===== config.mk =====
export PLATFORM = sky130hd
export DESIGN_NAME = univ_shift_reg
export DESIGN_NICKNAME = d
export VERILOG_FILES = /design/src/rtl/univ_shift_reg_pkg.sv /design/src/rtl/univ_shift_reg_shift_frame_counter.sv /design/src/rtl/univ_shift_reg.sv
export SDC_FILE = /design/constraint.sdc
export NUM_CORES = 1
export LEC_CHECK = 0
export BUFFER_PORTS_ARGS = -buffer_cell sky130_fd_sc_hd__buf_4
export CORE_MARGIN = 2
export CORE_UTILIZATION = 40
export CTS_CLUSTER_SIZE = 28
export DETAILED_ROUTE_END_ITERATION = 8
export PLACE_DENSITY = 0.69
export SLEW_MARGIN = 20
export SYNTH_ARGS = -nofsm -noshare
export SYNTH_HDL_FRONTEND = slang
export SYNTH_SLANG_ARGS = --single-unit

===== constraint.sdc =====
create_clock -name clk -period 1.6 [get_ports clk]
set_input_delay 0.32 -clock clk [delete_from_list [all_inputs] [get_ports clk]]
set_output_delay 0.32 -clock clk [all_outputs]
set_load 0.05 [all_outputs]

===== src/rtl/univ_shift_reg_pkg.sv =====
// Shared mode encoding for the universal shift register.
package univ_shift_reg_pkg;

  typedef logic [1:0] shift_mode_t;

  localparam shift_mode_t MODE_HOLD = 2'b00;
  localparam shift_mode_t MODE_SHR  = 2'b01;
  localparam shift_mode_t MODE_SHL  = 2'b10;
  localparam shift_mode_t MODE_LOAD = 2'b11;

  // Both shift directions (and rotates) advance the frame counter.
  function automatic logic is_shift(shift_mode_t m);
    return (m == MODE_SHR) || (m == MODE_SHL);
  endfunction

endpackage


===== src/rtl/univ_shift_reg_shift_frame_counter.sv =====
// Frame counter: counts shifts modulo WIDTH and pulses frame_done in the
// cycle after the WIDTH-th shift. A restart (parallel load) opens a new frame.
module shift_frame_counter #(
  parameter  int WIDTH = 8,
  localparam int CNT_W = $clog2(WIDTH)
) (
  input  logic             clk,
  input  logic             clear,
  input  logic             inc,
  input  logic             restart,
  output logic [CNT_W-1:0] shift_cnt,
  output logic             frame_done
);

  localparam logic [CNT_W-1:0] LAST = CNT_W'(WIDTH - 1);

  // Count shifts; wrap on the last one of a frame and raise the pulse.
  always_ff @(posedge clk) begin
    if (clear || restart) begin
      shift_cnt  <= '0;
      frame_done <= 1'b0;
    end else if (inc) begin
      if (shift_cnt == LAST) begin
        shift_cnt  <= '0;
        frame_done <= 1'b1;
      end else begin
        shift_cnt  <= shift_cnt + CNT_W'(1);
        frame_done <= 1'b0;
      end
    end else begin
      frame_done <= 1'b0;
    end
  end

endmodule


===== src/rtl/univ_shift_reg.sv =====
// Universal shift register: hold, shift right, shift left, parallel load,
// with a frame counter flagging every WIDTH shifts.
// Optional build macro SHIFT_REG_ROTATE_EN adds a rotate input that feeds the
// outgoing bit back in instead of the serial input.
module univ_shift_reg
  import univ_shift_reg_pkg::*;
#(
  parameter  int WIDTH = 8,
  localparam int CNT_W = $clog2(WIDTH)
) (
  input  logic             clk,
  input  logic             clear,
  input  logic             en,
  input  logic [1:0]       mode,
  input  logic             si_r,
  input  logic             si_l,
  input  logic [WIDTH-1:0] d,
`ifdef SHIFT_REG_ROTATE_EN
  input  logic             rotate,
`endif
  output logic [WIDTH-1:0] q,
  output logic             so_r,
  output logic             so_l,
  output logic [CNT_W-1:0] shift_cnt,
  output logic             frame_done
);

  logic [WIDTH-1:0] q_next;
  logic             rot;
  logic             inc;
  logic             restart;

`ifdef SHIFT_REG_ROTATE_EN
  assign rot = rotate;
`else
  assign rot = 1'b0;
`endif

  // Next-state mux for the data register.
  always_comb begin
    q_next = q;
    if (en) begin
      case (shift_mode_t'(mode))
        MODE_SHR:  q_next = {(rot ? q[0] : si_r), q[WIDTH-1:1]};
        MODE_SHL:  q_next = {q[WIDTH-2:0], (rot ? q[WIDTH-1] : si_l)};
        MODE_LOAD: q_next = d;
        default:   q_next = q;
      endcase
    end
  end

  // Data register with synchronous clear.
  always_ff @(posedge clk) begin
    if (clear) q <= '0;
    else       q <= q_next;
  end

  assign so_r    = q[0];
  assign so_l    = q[WIDTH-1];
  assign inc     = en & is_shift(shift_mode_t'(mode));
  assign restart = en & (shift_mode_t'(mode) == MODE_LOAD);

  shift_frame_counter #(.WIDTH(WIDTH)) u_cnt (
    .clk        (clk),
    .clear      (clear),
    .inc        (inc),
    .restart    (restart),
    .shift_cnt  (shift_cnt),
    .frame_done (frame_done)
  );

endmodule


==> results of run 1 <==
-- kinds of logic after synthesis --
kind of cell,after synthesis
and+or+nand+nor,24
AOI/OAI and AO/OA,20
adders and majority gates,5
buffers and inverters,9
DFF,12
-- metrics by stage --
| stage | utilization, % | hold slack, ns | cell area (sq um) | total power, mW | setup slack (ns) |
|---|---|---|---|---|---|
| after floorplan | - | 0.392 | 673 | 0.510 | 0.189 |
| after global placement | 54.1 | 0.515 | 835 | 0.567 | 0.152 |
| after detailed placement | 54.1 | 0.515 | 835 | 0.568 | 0.128 |
| after CTS | 55.6 | 0.312 | 857 | 0.743 | 0.386 |
| after global routing | 55.6 | 0.318 | 857 | 0.776 | 0.317 |
| final | 55.6 | 0.320 | 857 | 0.742 | 0.383 |
-- synthesized netlist by cell type (all sizes together) --
| cell | n |
|---|---|
| ha | 5 |
| nor2 | 13 |
| and3b | 2 |
| inv | 2 |
| dfxtp | 12 |
| o21ai | 1 |
| a22oi | 11 |
| clkbuf | 1 |
| nand2 | 8 |
| buf | 6 |
| a311oi | 8 |
| nor2b | 1 |
-- sequential cells by signal, indices dropped and copies added, names as in the netlist --
signal,cells
u_cnt.shift_cnt,3
u_cnt.frame_done,1
q,8
-- area by class of cell --
type	instances	area, sq um
Fill cell	137	684
Multi-Input combinational cell	49	357
Sequential cell	12	240
Timing Repair Buffer	28	210
Clock buffer	3	22.5
Tap cell	16	20.0
Inverter	2	7.51
-- report_power, final --
part | internal [mW] | switching (mW)
logic | 0.0835 | 0.141
registers | 0.317 | 0.0192
clock network | 0.0871 | 0.0943
total | 0.487 | 0.254
-- worst reg2reg max path: stages (launching register included) --
cell and delay, ns:
dfxtp_1 0.34, ha_1 0.20, ha_1 0.26, a22oi_1 0.15, nor2_1 0.05
-- final timing paths --
kind,slack [ns],end,cells past startpoint,start
worst min register to register,0.52,q[1],2,q[2]
worst min-delay path,0.32,q[4],2,clear
worst max-delay path,0.38,q[6],1,q[6]
worst max register to register,0.49,u_cnt.shift_cnt[2],4,u_cnt.shift_cnt[0]
-- per-layer routing --
metal  global-route usage (%)  vias up  wire, um
met4                     10.6        0        22
li1                         -      303         -
met3                     4.00        4       108
met5                        0        -         0
met1                     20.0      266       635
met2                     21.4       23       621
==> results.py, run 1 <==
metrics = {
    "status": {
        "status": "finished clean",
    },
    "clock_network": {
        "cts_root_buffer": "clkbuf_4",
        "clock_path_buffers": 2,
        "cts_tree": "yes",
        "h-tree-depth": 1,
        "postCtsHoldBufs": 0,
        "cts-resized-gates": 0,
        "cts_made_buffers": 3,
        "cts_setup_buffers": 0,
        "clock_sinks": 12,
        "clk_pin_slew_ns": 0.07,
        "clkLatencyLatePin_ns": 0.27,
    },
    "synth": {
        "synth_top_family_by_area": "compound AO/OA/AOI/OAI gates",
        "synth_seq_area_share_pct": 35.7,
        "syn_nets": 90,
        "synth_top_area_cell": "dfxtp_1",
        "synth_seq_cells": 12,
        "muxShareOfSynthArea_pct": 0,
        "synthSimpleGateAreaFrac_pct": 18.4,
        "syn_avg_cell_area_sq_um": 9.62,
        "syn_area_sq_um": 673,
        "synth-compound-area-share_pct": 25.3,
        "synth_cell_type_count": 18,
        "syn_inst": 70,
        "synthXorXnorAreaFrac_pct": 0,
        "synth_top_area_share_pct": 35.7,
        "synth_adder_area_share_pct": 9.29,
        "synth.area.top_cells": "dfxtp_1, a22oi_1, ha_1, a311oi_1, nor2_1",
        "yosys_warnings": 0,
    },
    "finish": {
        "final_common_cell": "buf_4",
        "fin_cells": 110,
        "diodes": 0,
        "nets": 116,
        "final_cell_mix": "buf_4, dfxtp_1, a22oi_1",
        "drive_gt1_share_pct": 40.4,
        "area_growth_pct": 27.3,
    },
    "power_and_ir_drop": {
        "leakagePower_nw": 0.391,
        "power_density_mw_per_mm2": 866,
        "vdd_ir_drop_max_v": 0.000421,
    },
    "worst_setup_path": {
        "critPathTopFamily": "flip-flops",
        "crit_chain": "buf_4",
        "cp_max_fo": 4,
        "crit_arrival_ns": 0.90,
        "cp.required_ns": 1.28,
        "cp-end-kind": "output port",
        "crit_type": "reg2out",
        "path_buf_inv": 1,
        "cp-start-kind": "register",
        "slowest_stage": "dfxtp_1",
        "cp_slowest_stage_delay_ns": 0.40,
    },
    "place": {
        "placed_cells": 107,
        "hpwl_mm": 1.04,
        "port_buffers": 28,
        "gp_congestion": 0.732,
    },
    "floorplan": {
        "row_count": 14,
        "core_area_sq_mm": 0.00154,
        "die_h_um": 45.0,
        "io_pins": 29,
        "start_util_pct": 43.7,
        "die_w_um": 45.0,
        "die_area_sq_mm": 0.00203,
    },
    "global_routing": {
        "grt_max_degree": 17,
        "antenna_found_initial": 0,
        "grt.overflow.total": 0,
        "grt_pass1_vias": 524,
        "grt_pass1_wl_mm": 2.23,
        "grtUsageTotal_pct": 15.2,
    },
    "timing": {
        "finalCritPeriodShare_pct": 76.1,
        "setup_viol": 0,
        "rsz0062_at_grt": "no",
        "hold_viol": 0,
        "finClkSkew_ns": 0.00499,
        "slew_viol_final": 0,
        "tightest_slew_ns": 0.451,
        "fin_setup_tns_ns": 0,
        "slew_headroom_pct": 69.9,
        "max_freq_mhz": 821,
        "layout_min_cycle_time_ns": 1.22,
    },
    "worst_hold_path": {
        "hold_path_class": "in2reg",
    },
    "routing": {
        "drcViolationCount": 0,
        "first_pass_iters": 4,
        "drtIter0Drc": 22,
        "vias_per_cell": 5.42,
        "drt-wirelength-per-cell_um": 12.6,
        "routed_wl_mm": 1.39,
        "antenna_left": 0,
        "vias": 596,
    },
    "flow_run": {
        "maxCapViolCount": 0,
    },
}
Power figures use the tool's default switching activity.
==> inputs of run 2 (changes only) <==
==> constraint.sdc (replaced) <==
create_clock -name clk -period 1.2 [get_ports clk]
set_input_delay 0.24 -clock clk [delete_from_list [all_inputs] [get_ports clk]]
set_output_delay 0.24 -clock clk [all_outputs]
set_load 0.05 [all_outputs]
==> run 2 against run 1 <==
Net effect:
- final cell count up 3.6%
- combinational power is 42% higher
- routed wire length increased by 8.7%
- sequential power grew 33%
- worst hold slack got worse by 0.087 ns
- sequential share of layout area down 0.95 points
- clock power rose by 79%
- critical path type unchanged
- utilization grew 4.1 points
- via count grew 5.2%
- first-iteration DRC count shrank 14%
- die area unchanged
==> results.py, run 2 (synthesis results as in run 1) <==
metrics = {
    "status": {
        "status": "finished clean",
    },
    "clock_network": {
        "h-tree-depth": 1,
        "postCtsHoldBufs": 0,
        "clock_sinks": 12,
        "clkLatencyLatePin_ns": 0.27,
        "clk_pin_slew_ns": 0.08,
        "cts_root_buffer": "clkbuf_4",
        "cts-resized-gates": 0,
        "cts_made_buffers": 3,
        "cts_tree": "yes",
        "cts_setup_buffers": 0,
        "clock_path_buffers": 2,
    },
    "finish": {
        "finish.instance_area_sq_um": 920,
        "drive_gt1_share_pct": 46.9,
        "final_cell_mix": "buf_4, a22oi_1, nor2_1",
        "final_common_cell": "buf_4",
        "diodes": 0,
        "largest_register_ffs": 8,
        "reg_top3": "q x8, u_cnt.shift_cnt x3, u_cnt.frame_done x1",
        "top_register": "q",
        "nets": 119,
        "area_growth_pct": 36.6,
        "nFillCells": 149,
    },
    "routing": {
        "antenna_left": 0,
        "routed_wl_mm": 1.51,
        "vias": 627,
        "drtIter0Drc": 19,
        "drcViolationCount": 0,
        "drt-wirelength-per-cell_um": 13.2,
        "first_pass_iters": 4,
        "vias_per_cell": 5.50,
    },
    "power_and_ir_drop": {
        "pwr-share-comb_pct": 29.1,
        "power_density_mw_per_mm2": 1180,
        "p_int_mw": 0.728,
        "pwr-share-seq_pct": 41.1,
        "clkPwrFrac_pct": 29.8,
        "switching_power_mw": 0.359,
        "vdd_ir_drop_max_v": 0.000504,
        "leakagePower_nw": 0.420,
        "swShare_pct": 33.0,
        "power_mw": 1.09,
    },
    "timing": {
        "slew_viol_final": 0,
        "hold_viol": 0,
        "layout_min_cycle_time_ns": 1.14,
        "slew_headroom_pct": 74.6,
        "tightest_slew_ns": 0.381,
        "rsz0062_at_grt": "no",
        "worst_slack_ns": 0.0599,
        "max_freq_mhz": 877,
        "setup_viol": 0,
        "finalCritPeriodShare_pct": 95.0,
        "finClkSkew_ns": 0.00121,
    },
    "place": {
        "hpwl_mm": 1.13,
        "placed_area_sq_um": 878,
        "pre_cts_slack_ns": -0.185,
        "gp_congestion": 0.728,
        "port_buffers": 28,
    },
    "flow_run": {
        "maxCapViolCount": 0,
    },
    "floorplan": {
        "die_h_um": 45.0,
        "die_area_sq_mm": 0.00203,
        "die_w_um": 45.0,
        "io_pins": 29,
        "row_count": 14,
        "start_util_pct": 43.7,
        "core_area_sq_mm": 0.00154,
    },
    "worst_hold_path": {
        "hold_path_class": "in2reg",
        "min_delay_path_depth": 2,
        "min_to": "q[4]",
        "min-delay-start": "clear",
    },
    "worst_setup_path": {
        "crit_type": "reg2out",
        "crit_chain": "buf_4",
        "crit_arrival_ns": 0.90,
        "slowest_stage": "dfxtp_1",
        "cp-end-kind": "output port",
        "r2r_slack_ns": 0.08,
        "cp-start-kind": "register",
        "timing.rr.end": "u_cnt.shift_cnt[2]",
        "path_buf_inv": 1,
        "cp_slowest_stage_delay_ns": 0.40,
        "r2r_start": "u_cnt.shift_cnt[0]",
        "cp_max_fo": 4,
        "critPathTopFamily": "flip-flops",
        "worstRegToRegCells": 4,
        "cp.required_ns": 0.96,
    },
    "global_routing": {
        "grtUsageTotal_pct": 16.7,
        "grt.overflow.total": 0,
        "grt_max_degree": 17,
        "grt_pass1_wl_mm": 2.42,
        "grt_pass1_vias": 596,
        "antenna_found_initial": 0,
    },
}
==> run 2: metal layers <==
metal	track usage, %	vias up	wire length (um)
li1	-	312	-
met5	0	-	0
met4	10.6	0	19
met3	3.60	2	95
met2	25.4	23	685
met1	21.1	290	706
==> run 2: how the worst max path moves through the flow <==
stage | startpoint | end | slack [ns] | cells past startpoint
after global routing | mode[0] | q[0] | 0.01 | 6
after detailed placement | mode[0] | q[7] | -0.19 | 6
after global placement | mode[0] | q[5] | -0.18 | 6
final | q[5] | q[5] | 0.06 | 1
after CTS | q[4] | q[4] | 0.06 | 1
after floorplan | mode[0] | q[4] | 0.02 | 6
==> run 2: power by group through the flow <==
stage          sequential, mW  combinational [mW]  clock, mW
2_1_floorplan           0.534               0.144          0
3_3_place_gp            0.455               0.313          0
3_5_place_dp            0.455               0.316          0
4_1_cts                 0.446               0.317      0.333
5_1_grt                 0.449               0.339      0.354
6_report                0.446               0.317      0.324
==> run 2: final cells by class <==
| type | instances | area [sq um] | share of cell area (%) |
|---|---|---|---|
| Inverter | 2 | 7.51 | 0.816 |
| Clock buffer | 4 | 36.3 | 3.95 |
| Sequential cell | 12 | 249 | 27.1 |
| Tap cell | 16 | 20.0 | 2.18 |
| Multi-Input combinational cell | 49 | 362 | 39.3 |
| Timing Repair Buffer | 31 | 245 | 26.7 |
==> run 2: per-stage QoR <==
| step | hold WS [ns] | util, % | setup TNS [ns] | cells |
|---|---|---|---|---|
| 2_1_floorplan | 0.312 | - | 0 | 70 |
| 3_3_place_gp | 0.510 | 57.0 | -1.20 | 110 |
| 3_5_place_dp | 0.515 | 57.0 | -1.42 | 110 |
| 4_1_cts | 0.223 | 59.3 | 0 | 114 |
| 5_1_grt | 0.220 | 59.7 | 0 | 114 |
| 6_report | 0.233 | 59.7 | 0 | 114 |
